==> src/rtl/mem_line_requester_pkg.sv <==
// Shared constants and FSM encoding for the cache-line memory requester.
// The line geometry helpers let each user derive its own widths from LINE_WORDS.
package mem_line_requester_pkg;

    localparam int WORD_BYTES     = 4;
    localparam int DEF_ADDR_WIDTH = 20;
    localparam int DEF_LINE_WORDS = 4;
    localparam int DEF_TIMEOUT    = 64;
    localparam int LINE_BYTES     = DEF_LINE_WORDS * WORD_BYTES;
    localparam int OFFSET_BITS    = $clog2(LINE_BYTES);

    typedef enum logic [1:0] {
        ST_IDLE  = 2'd0,
        ST_ISSUE = 2'd1,
        ST_WAIT  = 2'd2,
        ST_RESP  = 2'd3
    } state_t;

    function automatic int line_bytes(input int line_words);
        return line_words * WORD_BYTES;
    endfunction

    function automatic int offset_bits(input int line_words);
        return $clog2(line_words * WORD_BYTES);
    endfunction

endpackage

==> src/rtl/mem_line_requester_if.sv <==
// Cache-side request/response and memory-side request/done signals of the line requester.
// master is the requester's view; slave is the view of the cache plus memory around it.
interface mem_line_requester_if
    import mem_line_requester_pkg::*;
#(
    parameter int ADDR_WIDTH = DEF_ADDR_WIDTH,
    parameter int LINE_WORDS = DEF_LINE_WORDS
);

    logic                      req_valid;
    logic                      req_ready;
    logic                      req_wr;
    logic [ADDR_WIDTH-1:0]     req_addr;
    logic [32*LINE_WORDS-1:0]  req_wdata;

    logic                      resp_valid;
    logic                      resp_err;
    logic [32*LINE_WORDS-1:0]  resp_rdata;

    logic                      mem_en;
    logic                      mem_re;
    logic                      mem_wr;
    logic [ADDR_WIDTH-1:0]     mem_address;
    logic [31:0]               mem_data_in;
    logic [31:0]               mem_data_out;
    logic                      mem_done;

    modport master (
        input  req_valid, req_wr, req_addr, req_wdata,
        output req_ready,
        output resp_valid, resp_err, resp_rdata,
        output mem_en, mem_re, mem_wr, mem_address, mem_data_in,
        input  mem_data_out, mem_done
    );

    modport slave (
        output req_valid, req_wr, req_addr, req_wdata,
        input  req_ready,
        input  resp_valid, resp_err, resp_rdata,
        input  mem_en, mem_re, mem_wr, mem_address, mem_data_in,
        output mem_data_out, mem_done
    );

endinterface

==> src/rtl/mem_line_requester.sv <==
// Splits one cache-line fill or writeback into LINE_WORDS sequential word
// transactions on the request/done memory port and returns the assembled line.
//
// state | meaning
// ------+------------------------------------------------------------
// IDLE  | req_ready=1, waiting for a line request
// ISSUE | one-cycle mem_en strobe for word idx
// WAIT  | waiting for mem_done of word idx, wait counter running
// RESP  | one-cycle resp_valid with resp_err
module mem_line_requester
    import mem_line_requester_pkg::*;
#(
    parameter int ADDR_WIDTH = DEF_ADDR_WIDTH,
    parameter int LINE_WORDS = DEF_LINE_WORDS,
    parameter int TIMEOUT    = DEF_TIMEOUT
) (
    input  logic                 clk,
    input  logic                 rst,
    mem_line_requester_if.master bus
);

    localparam int DATA_W   = 32 * LINE_WORDS;
    localparam int IDX_BITS = $clog2(LINE_WORDS);
    localparam int OFF_BITS = offset_bits(LINE_WORDS);
    localparam int CNT_BITS = $clog2(TIMEOUT);

    localparam logic [IDX_BITS-1:0] LAST_IDX = IDX_BITS'(LINE_WORDS - 1);
    localparam logic [CNT_BITS-1:0] LAST_CNT = CNT_BITS'(TIMEOUT - 1);

    state_t                 state_q, state_d;
    logic                   wr_q, wr_d;
    logic                   err_q, err_d;
    logic [ADDR_WIDTH-1:0]  base_q, base_d;
    logic [ADDR_WIDTH-1:0]  addr_q, addr_d;
    logic [31:0]            data_in_q, data_in_d;
    logic [DATA_W-1:0]      wdata_q, wdata_d;
    logic [DATA_W-1:0]      rdata_q, rdata_d;
    logic [IDX_BITS-1:0]    idx_q, idx_d;
    logic [CNT_BITS-1:0]    wait_q, wait_d;

    function automatic logic [31:0] pick_word(input logic [DATA_W-1:0] line,
                                              input logic [IDX_BITS-1:0] i);
        logic [31:0] w;
        w = '0;
        for (int k = 0; k < LINE_WORDS; k++) begin
            if (IDX_BITS'(k) == i) begin
                w = line[k*32 +: 32];
            end
        end
        return w;
    endfunction

    // base is line aligned, so OR-ing in the word offset equals base + 4*idx
    function automatic logic [ADDR_WIDTH-1:0] word_addr(input logic [ADDR_WIDTH-1:0] base,
                                                        input logic [IDX_BITS-1:0]   i);
        return base | (ADDR_WIDTH'(i) << 2);
    endfunction

    always_ff @(posedge clk or posedge rst) begin
        if (rst) begin
            state_q   <= ST_IDLE;
            wr_q      <= 1'b0;
            err_q     <= 1'b0;
            base_q    <= '0;
            addr_q    <= '0;
            data_in_q <= '0;
            wdata_q   <= '0;
            rdata_q   <= '0;
            idx_q     <= '0;
            wait_q    <= '0;
        end else begin
            state_q   <= state_d;
            wr_q      <= wr_d;
            err_q     <= err_d;
            base_q    <= base_d;
            addr_q    <= addr_d;
            data_in_q <= data_in_d;
            wdata_q   <= wdata_d;
            rdata_q   <= rdata_d;
            idx_q     <= idx_d;
            wait_q    <= wait_d;
        end
    end

    always_comb begin
        state_d   = state_q;
        wr_d      = wr_q;
        err_d     = err_q;
        base_d    = base_q;
        addr_d    = addr_q;
        data_in_d = data_in_q;
        wdata_d   = wdata_q;
        rdata_d   = rdata_q;
        idx_d     = idx_q;
        wait_d    = wait_q;

        unique case (state_q)
            ST_IDLE: begin
                if (bus.req_valid) begin
                    wr_d      = bus.req_wr;
                    wdata_d   = bus.req_wdata;
                    base_d    = {bus.req_addr[ADDR_WIDTH-1:OFF_BITS], OFF_BITS'(0)};
                    idx_d     = '0;
                    err_d     = 1'b0;
                    addr_d    = {bus.req_addr[ADDR_WIDTH-1:OFF_BITS], OFF_BITS'(0)};
                    data_in_d = bus.req_wr ? pick_word(bus.req_wdata, '0) : 32'h0;
                    state_d   = ST_ISSUE;
                end
            end

            ST_ISSUE: begin
                wait_d  = '0;
                state_d = ST_WAIT;
            end

            ST_WAIT: begin
                if (bus.mem_done) begin
                    if (!wr_q) begin
                        for (int k = 0; k < LINE_WORDS; k++) begin
                            if (IDX_BITS'(k) == idx_q) begin
                                rdata_d[k*32 +: 32] = bus.mem_data_out;
                            end
                        end
                    end
                    if (idx_q == LAST_IDX) begin
                        err_d   = 1'b0;
                        state_d = ST_RESP;
                    end else begin
                        idx_d     = idx_q + 1'b1;
                        addr_d    = word_addr(base_q, idx_d);
                        data_in_d = wr_q ? pick_word(wdata_q, idx_d) : 32'h0;
                        state_d   = ST_ISSUE;
                    end
                end else if (wait_q == LAST_CNT) begin
                    // unread words keep whatever the previous line left there
                    err_d   = 1'b1;
                    state_d = ST_RESP;
                end else begin
                    wait_d = wait_q + 1'b1;
                end
            end

            ST_RESP: begin
                state_d = ST_IDLE;
            end

            default: begin
                state_d = ST_IDLE;
            end
        endcase
    end

    assign bus.req_ready   = (state_q == ST_IDLE);
    assign bus.resp_valid  = (state_q == ST_RESP);
    assign bus.resp_err    = err_q;
    assign bus.resp_rdata  = rdata_q;
    assign bus.mem_en      = (state_q == ST_ISSUE);
    assign bus.mem_re      = (state_q == ST_ISSUE) && !wr_q;
    assign bus.mem_wr      = (state_q == ST_ISSUE) && wr_q;
    assign bus.mem_address = addr_q;
    assign bus.mem_data_in = data_in_q;

endmodule

==> src/flat_wrapper.sv <==
// flat-port wrapper written by rule: the top's interface ports become plain ports
module mem_line_requester_flat import mem_line_requester_pkg::*;
#(
    parameter int ADDR_WIDTH = DEF_ADDR_WIDTH,
    parameter int LINE_WORDS = DEF_LINE_WORDS,
    parameter int TIMEOUT    = DEF_TIMEOUT
)
  (clk, rst, bus_req_valid, bus_req_wr, bus_req_addr, bus_req_wdata, bus_req_ready, bus_resp_valid, bus_resp_err, bus_resp_rdata, bus_mem_en, bus_mem_re, bus_mem_wr, bus_mem_address, bus_mem_data_in, bus_mem_data_out, bus_mem_done);
  mem_line_requester_if #(.ADDR_WIDTH(ADDR_WIDTH), .LINE_WORDS(LINE_WORDS)) bus_i ();
  input  logic clk;
  input  logic rst;
  input wire logic [$bits(bus_i.req_valid)-1:0] bus_req_valid;
  input wire logic [$bits(bus_i.req_wr)-1:0] bus_req_wr;
  input wire logic [$bits(bus_i.req_addr)-1:0] bus_req_addr;
  input wire logic [$bits(bus_i.req_wdata)-1:0] bus_req_wdata;
  output wire logic [$bits(bus_i.req_ready)-1:0] bus_req_ready;
  output wire logic [$bits(bus_i.resp_valid)-1:0] bus_resp_valid;
  output wire logic [$bits(bus_i.resp_err)-1:0] bus_resp_err;
  output wire logic [$bits(bus_i.resp_rdata)-1:0] bus_resp_rdata;
  output wire logic [$bits(bus_i.mem_en)-1:0] bus_mem_en;
  output wire logic [$bits(bus_i.mem_re)-1:0] bus_mem_re;
  output wire logic [$bits(bus_i.mem_wr)-1:0] bus_mem_wr;
  output wire logic [$bits(bus_i.mem_address)-1:0] bus_mem_address;
  output wire logic [$bits(bus_i.mem_data_in)-1:0] bus_mem_data_in;
  input wire logic [$bits(bus_i.mem_data_out)-1:0] bus_mem_data_out;
  input wire logic [$bits(bus_i.mem_done)-1:0] bus_mem_done;
  assign bus_i.req_valid = bus_req_valid;
  assign bus_i.req_wr = bus_req_wr;
  assign bus_i.req_addr = bus_req_addr;
  assign bus_i.req_wdata = bus_req_wdata;
  assign bus_req_ready = bus_i.req_ready;
  assign bus_resp_valid = bus_i.resp_valid;
  assign bus_resp_err = bus_i.resp_err;
  assign bus_resp_rdata = bus_i.resp_rdata;
  assign bus_mem_en = bus_i.mem_en;
  assign bus_mem_re = bus_i.mem_re;
  assign bus_mem_wr = bus_i.mem_wr;
  assign bus_mem_address = bus_i.mem_address;
  assign bus_mem_data_in = bus_i.mem_data_in;
  assign bus_i.mem_data_out = bus_mem_data_out;
  assign bus_i.mem_done = bus_mem_done;
  mem_line_requester #(.ADDR_WIDTH(ADDR_WIDTH), .LINE_WORDS(LINE_WORDS), .TIMEOUT(TIMEOUT)) u_core (.clk(clk), .rst(rst), .bus(bus_i));
endmodule
==> config.mk <==
export PLATFORM = sky130hd
export DESIGN_NAME = mem_line_requester_flat
export DESIGN_NICKNAME = d
export VERILOG_FILES = /design/src/rtl/mem_line_requester_pkg.sv /design/src/rtl/mem_line_requester_if.sv /design/src/rtl/mem_line_requester.sv /design/src/flat_wrapper.sv
export SDC_FILE = /design/constraint.sdc
export NUM_CORES = 1
export LEC_CHECK = 0
export CAP_MARGIN = 20
export CORE_MARGIN = 4
export CORE_UTILIZATION = 45
export CTS_CLUSTER_SIZE = 16
export DETAILED_ROUTE_END_ITERATION = 8
export PLACE_DENSITY = 0.81
export SLEW_MARGIN = 10
export SYNTH_ARGS = -nofsm -noshare
export SYNTH_HDL_FRONTEND = slang
export SYNTH_SLANG_ARGS = --single-unit
==> constraint.sdc <==
create_clock -name clk -period 24.5 [get_ports clk]
set_input_delay 3.675 -clock clk [delete_from_list [all_inputs] [get_ports clk]]
set_output_delay 3.675 -clock clk [all_outputs]
set_load 0.02 [all_outputs]
# Word level (Yosys, flattened, before mapping)

Index checks and enable logic that the tools add are counted.
Widths: inputs -> output; s select.

Bits of input ports: 185
Output and inout port bits: 186
Bits in registers: 336
Word-level logic and storage cells: 83

Bitwise logic cells: 2
Muxes and demuxes: 31
Add/subtract/negate cells: 2
Reductions and logical operators: 17
Equality and inequality tests: 18

Operators with widths:

| kind                | number |
|---|---|
| $mux 32             | 9 |
| $pmux 32 s2         | 1 |
| $mux 20             | 3 |
| $pmux 20 s2         | 1 |
| $reduce_and 4->1    | 6 |
| $or 20x4->20        | 1 |
| $mux 2              | 7 |
| $mux 6              | 2 |
| $pmux 6 s2          | 1 |
| $ne 2x2->1 const B  | 5 |
| $eq 2x2->1 const A  | 4 |
| $pmux 2 s4          | 1 |
| $add 6x1->6 const B | 1 |
| $eq 2x2->1 const B  | 3 |
| $eq 6x6->1 const B  | 1 |
| $logic_not 2->1     | 3 |
| $ne 3x2->1 const B  | 2 |
| $eq 1x2->1 const A  | 2 |
| $mux 1              | 4 |
| $pmux 2 s2          | 1 |
| $reduce_and 2->1    | 2 |
| $reduce_bool 2->1   | 2 |
| $reduce_and 3->1    | 1 |
| $add 2x1->2 const B | 1 |
| 5 further kinds     | 6 |

# Depth between registers and ports, before layout

Word-level depth: 10
Mapped depth: 8

# Least setup slack after synthesis

OpenSTA, ideal clock, no wires.

Kind: reg-to-output
From: register u_core.state_q[1]
To: output port bus_mem_wr
Path buffers: 1
Data required time: 20.825 ns
Stages on the path, launching flop included: 5
Slack: 19.599 ns
Data arrival time: 1.226 ns
Path through: dfrtp_1 clkbuf_1 nand2b_1 inv_1 and2_1

Longest elaborated chain between the ends: 2

Ends and longest elaborated chain:

| what                   | line                      | RTL |
|---|---|---|
| from (decl)            | mem_line_requester.sv:30  | `state_t state_q, state_d;` |
| from (signal assigned) | mem_line_requester.sv:72  | `state_q <= state_d;` |
| $eq 2x1->1             | --                        |  |
| net bus_mem_en         | flat_wrapper.sv:20        | `output wire logic [$bits(bus_i.mem_en)-1:0] bus_mem_en;` |
| $logic_and 1x1->1      | mem_line_requester.sv:159 | `assign bus.mem_wr = (state_q == ST_ISSUE) && wr_q;` |
| to (decl)              | flat_wrapper.sv:22        | `output wire logic [$bits(bus_i.mem_wr)-1:0] bus_mem_wr;` |

The timed path passes the listed nets, and every way through them passes these cells.

# Final worst setup path

From: input port bus_req_valid
To: register u_core.wdata_q[72]

Longest elaborated chain between the ends: 1

Ends and longest elaborated chain:

| what                       | line                     | RTL |
|---|---|---|
| from (decl)                | flat_wrapper.sv:12       | `input wire logic [$bits(bus_i.req_valid)-1:0] bus_req_valid;` |
| $reduce_and 2->1 (no line) | --                       |  |
| to (signal assigned)       | mem_line_requester.sv:78 | `wdata_q <= wdata_d;` |
| to (decl)                  | mem_line_requester.sv:36 | `logic [DATA_W-1:0] wdata_q, wdata_d;` |

Every way passes these cells.
A chain may end at the register's enable or synchronous reset.

==> flow_metrics.tcl <==
set metrics [dict create \
    grt_pass1_wl_mm 59.7 \
    hp-class "reg -> reg" \
    clock.fmax_ghz 0.151 \
    fin_util_pct 62.1 \
    synthArstFlopShare_pct 100 \
    arrival_ns 6.98 \
    critPathMaxFanout 88 \
    yosysMostFrequentCell "dfrtp_1" \
    fillCellCount 2311 \
    area_delta_synth_final_pct 36.6 \
    fin_skew_ns 0.0128 \
    post_cts_buffers 0 \
    dr.first_iter.drc_count 558 \
    p_int_mw 1.57 \
    viasPerCell 5.52 \
    drive_above_1_share_pct 23.8 \
    yosysTopAreaCell "dfrtp_1" \
    switchingPower_uw 810 \
    ant_nets 0 \
    synth-edff-count 0 \
    cts_sinks 332 \
    core_um2 30500 \
    drt-total-wl_mm 38.7 \
    synth_flop_cell "dfrtp_1" \
    rows 64 \
    crit_family "buffers and inverters" \
    finalCriticalPeriod_ns 6.61 \
    clock-root-buffer "clkbuf_16" \
    p_leak_nw 8.00 \
    worstPathRequired_ns 24.87 \
    crit_path_end_kind "register" \
    hold_violations 0 \
    drv_slew 0 \
    power.clock.fraction_pct 22.7 \
    maxSlewHeadroom_pct 25.3 \
    finalWeightedCongestion 0.791 \
    yosysWarnings 0 \
    hpwl_mm 25.8 \
    outcome "finished clean" \
    critPathKind "in -> reg" \
    setup_viol 0 \
    die_area_um2 33700 \
    critical_path.cell_chain "clkdlybuf4s50_1, nor3b_4, buf_8, buf_4, buf_4, mux2_2" \
    grt_overflow 0 \
    pin_count 371 \
    synth_area_per_cell_um2 13.2 \
    syn_area_um2 13900 \
    postCtsHoldBufs 0 \
    min_period_over_period_pct 27.0 \
    cp_num_buf_inv 4 \
    clkSlewWorstSetupHoldPaths_ns 0.06 \
    yosys-top-cells-area "dfrtp_1 60%, mux2_2 21%, nand2_1 2.7%, o311ai_0 2.1%, a211oi_1 1.8%" \
    drt-pass1-iter-count 5 \
    slowest_delay_ns 0.92 \
    worst_pin_slew_ns 1.12 \
    vias 9999 \
    worst_path_most_repeated_cell "buf_4" \
    fin_setup_tns_ns 0 \
    cts_tree "done" \
    synth-seq-cells 332 \
    grt_max_degree 126 \
    numPortBuffers 364 \
    swShare_pct 34.1 \
    routedWlPerCell_um 21.4 \
    final_nets 1584 \
    ys_types 41 \
    clockBufferDepth 3 \
    grt_pass1_vias 10700 \
    clock_latency_ns 0.50 \
    power.density_nw_per_um2 125 \
    vdd_drop_max_uv 64.2 \
    max_cap_viol_count 0 \
    startpoint_type "primary input" \
    die_h_um 184 \
    rsz0062_at_grt "false" \
    remaining_drc_errors 0 \
    comb_power_share_pct 38.9 \
    crit_slowest_cell "buf_4" \
    numCtsBuffers 36 \
    grt.total_usage_pct 22.3 \
    synth_common_cells "332 x dfrtp_1, 259 x mux2_2, 100 x nand2_1" \
    syn_inst 1053 \
    htree_levels 2 \
    cts_resized 0 \
    synth_top_area_share_pct 59.9 \
    ys_seq_area_share_pct 59.9 \
    grt_antenna_before_repair 3 \
    initial_utilization_pct 45.5 \
    die_w_um 184 \
    seq_power_share_pct 38.4 \
]
## power groups by stage
| stage | logic (mW) | clock network (mW) | registers [mW] |
|---|---|---|---|
| floorplan | 0.442 | 0 | 1.01 |
| CTS | 0.937 | 0.553 | 0.911 |
| global placement | 0.905 | 0 | 0.905 |
| finish | 0.926 | 0.539 | 0.912 |
| global route | 0.993 | 0.577 | 0.938 |
| detailed placement | 0.931 | 0 | 0.918 |
## cells by family after synthesis
family / share of synthesized area [%]
AND/OR/NAND/NOR: 6.45
AO/OA/AOI/OAI: 7.03
flip-flops: 59.9
buffers and inverters: 3.08
multiplexers: 22.8
other: 0.0270
adder cells (fa/ha/maj): 0.721
## worst register-to-register path, cell delays in order, from the launching register on
cell     delay, ns
dfrtp_1       0.55
nor3b_4       0.48
buf_8         0.25
buf_4         0.73
buf_4         0.96
mux2_2        0.45
## path summary, 6_finish.rpt
kind,start,to,cells after the start,slack [ns]
worst max register to register,u_core.state_q[1],u_core.wdata_q[72],5,20.95
min in group asynchronous,rst,u_core.bus.resp_rdata[14],2,3.73
max in group asynchronous,rst,u_core.bus.resp_rdata[7],4,18.49
worst min register to register,u_core.bus.mem_address[17],u_core.bus.mem_address[17],2,0.48
worst min-delay path,u_core.bus.mem_address[17],u_core.bus.mem_address[17],2,0.48
worst max-delay path,bus_req_valid,u_core.wdata_q[72],6,17.89
## metrics by stage
stage	area (um2)	total power, mW	setup WS (ns)	hold WS (ns)	instances
finish	19000	2.38	17.89	0.478	1811
global route	19000	2.51	17.70	0.512	1811
CTS	19000	2.40	17.89	0.484	1810
detailed placement	17800	1.85	17.39	0.471	1749
global placement	17800	1.81	16.95	0.464	1748
floorplan	13900	1.45	11.63	0.480	1054
## layer usage
layer / up-vias / GRT usage [%] / wire length, um
li1: 4467 / - / -
met1: 5026 / 26.7 / 14600
met2: 432 / 38.6 / 19100
met3: 70 / 7.22 / 3990
met4: 4 / 6.94 / 918
met5: - / 0 / 23
## cell usage in the layout (no fill, tap or decap), drive strengths merged, types with 2 or more instances in the layout
master	n
nor3	4
nand3	2
a211oi	33
a21oi	18
dfrtp	332
nor3b	2
nand4	32
nor4	2
nand2b	4
bufinv	3
nor2b	2
clkinv	4
o21ai	24
nor2	38
nand2	104
clkbuf	53
conb	2
inv	13
o311ai	33
a31oi	3
o22ai	26
mux2i	16
ha	8
clkdlybuf4s50	364
o31ai	2
buf	13
mux2	267
## state kept, by name, summed over array words and instances (netlist names)
register / count
u_core.bus.resp_rdata: 128
u_core.idx_q: 1
u_core.bus.mem_data_in: 32
u_core.wdata_q: 128
u_core.bus.mem_address: 17
u_core.state_q: 2
u_core.bus.resp_err: 1
u_core.base_q: 16
u_core.wr_q: 1
u_core.wait_q: 6
## area by class of cell
cell class / count / area [um2] / area share, %
inverter: 13 / 56.3 / 0.297
clock buffer: 53 / 1060 / 5.57
antenna: 1 / 2.50 / 0.0132
clock inverter: 8 / 121 / 0.640
sequential: 332 / 8310 / 43.8
tap: 396 / 495 / 2.61
timing repair buffer: 377 / 3750 / 19.8
multi-input combinational: 631 / 5170 / 27.3
(Power assumes the default switching activity.)
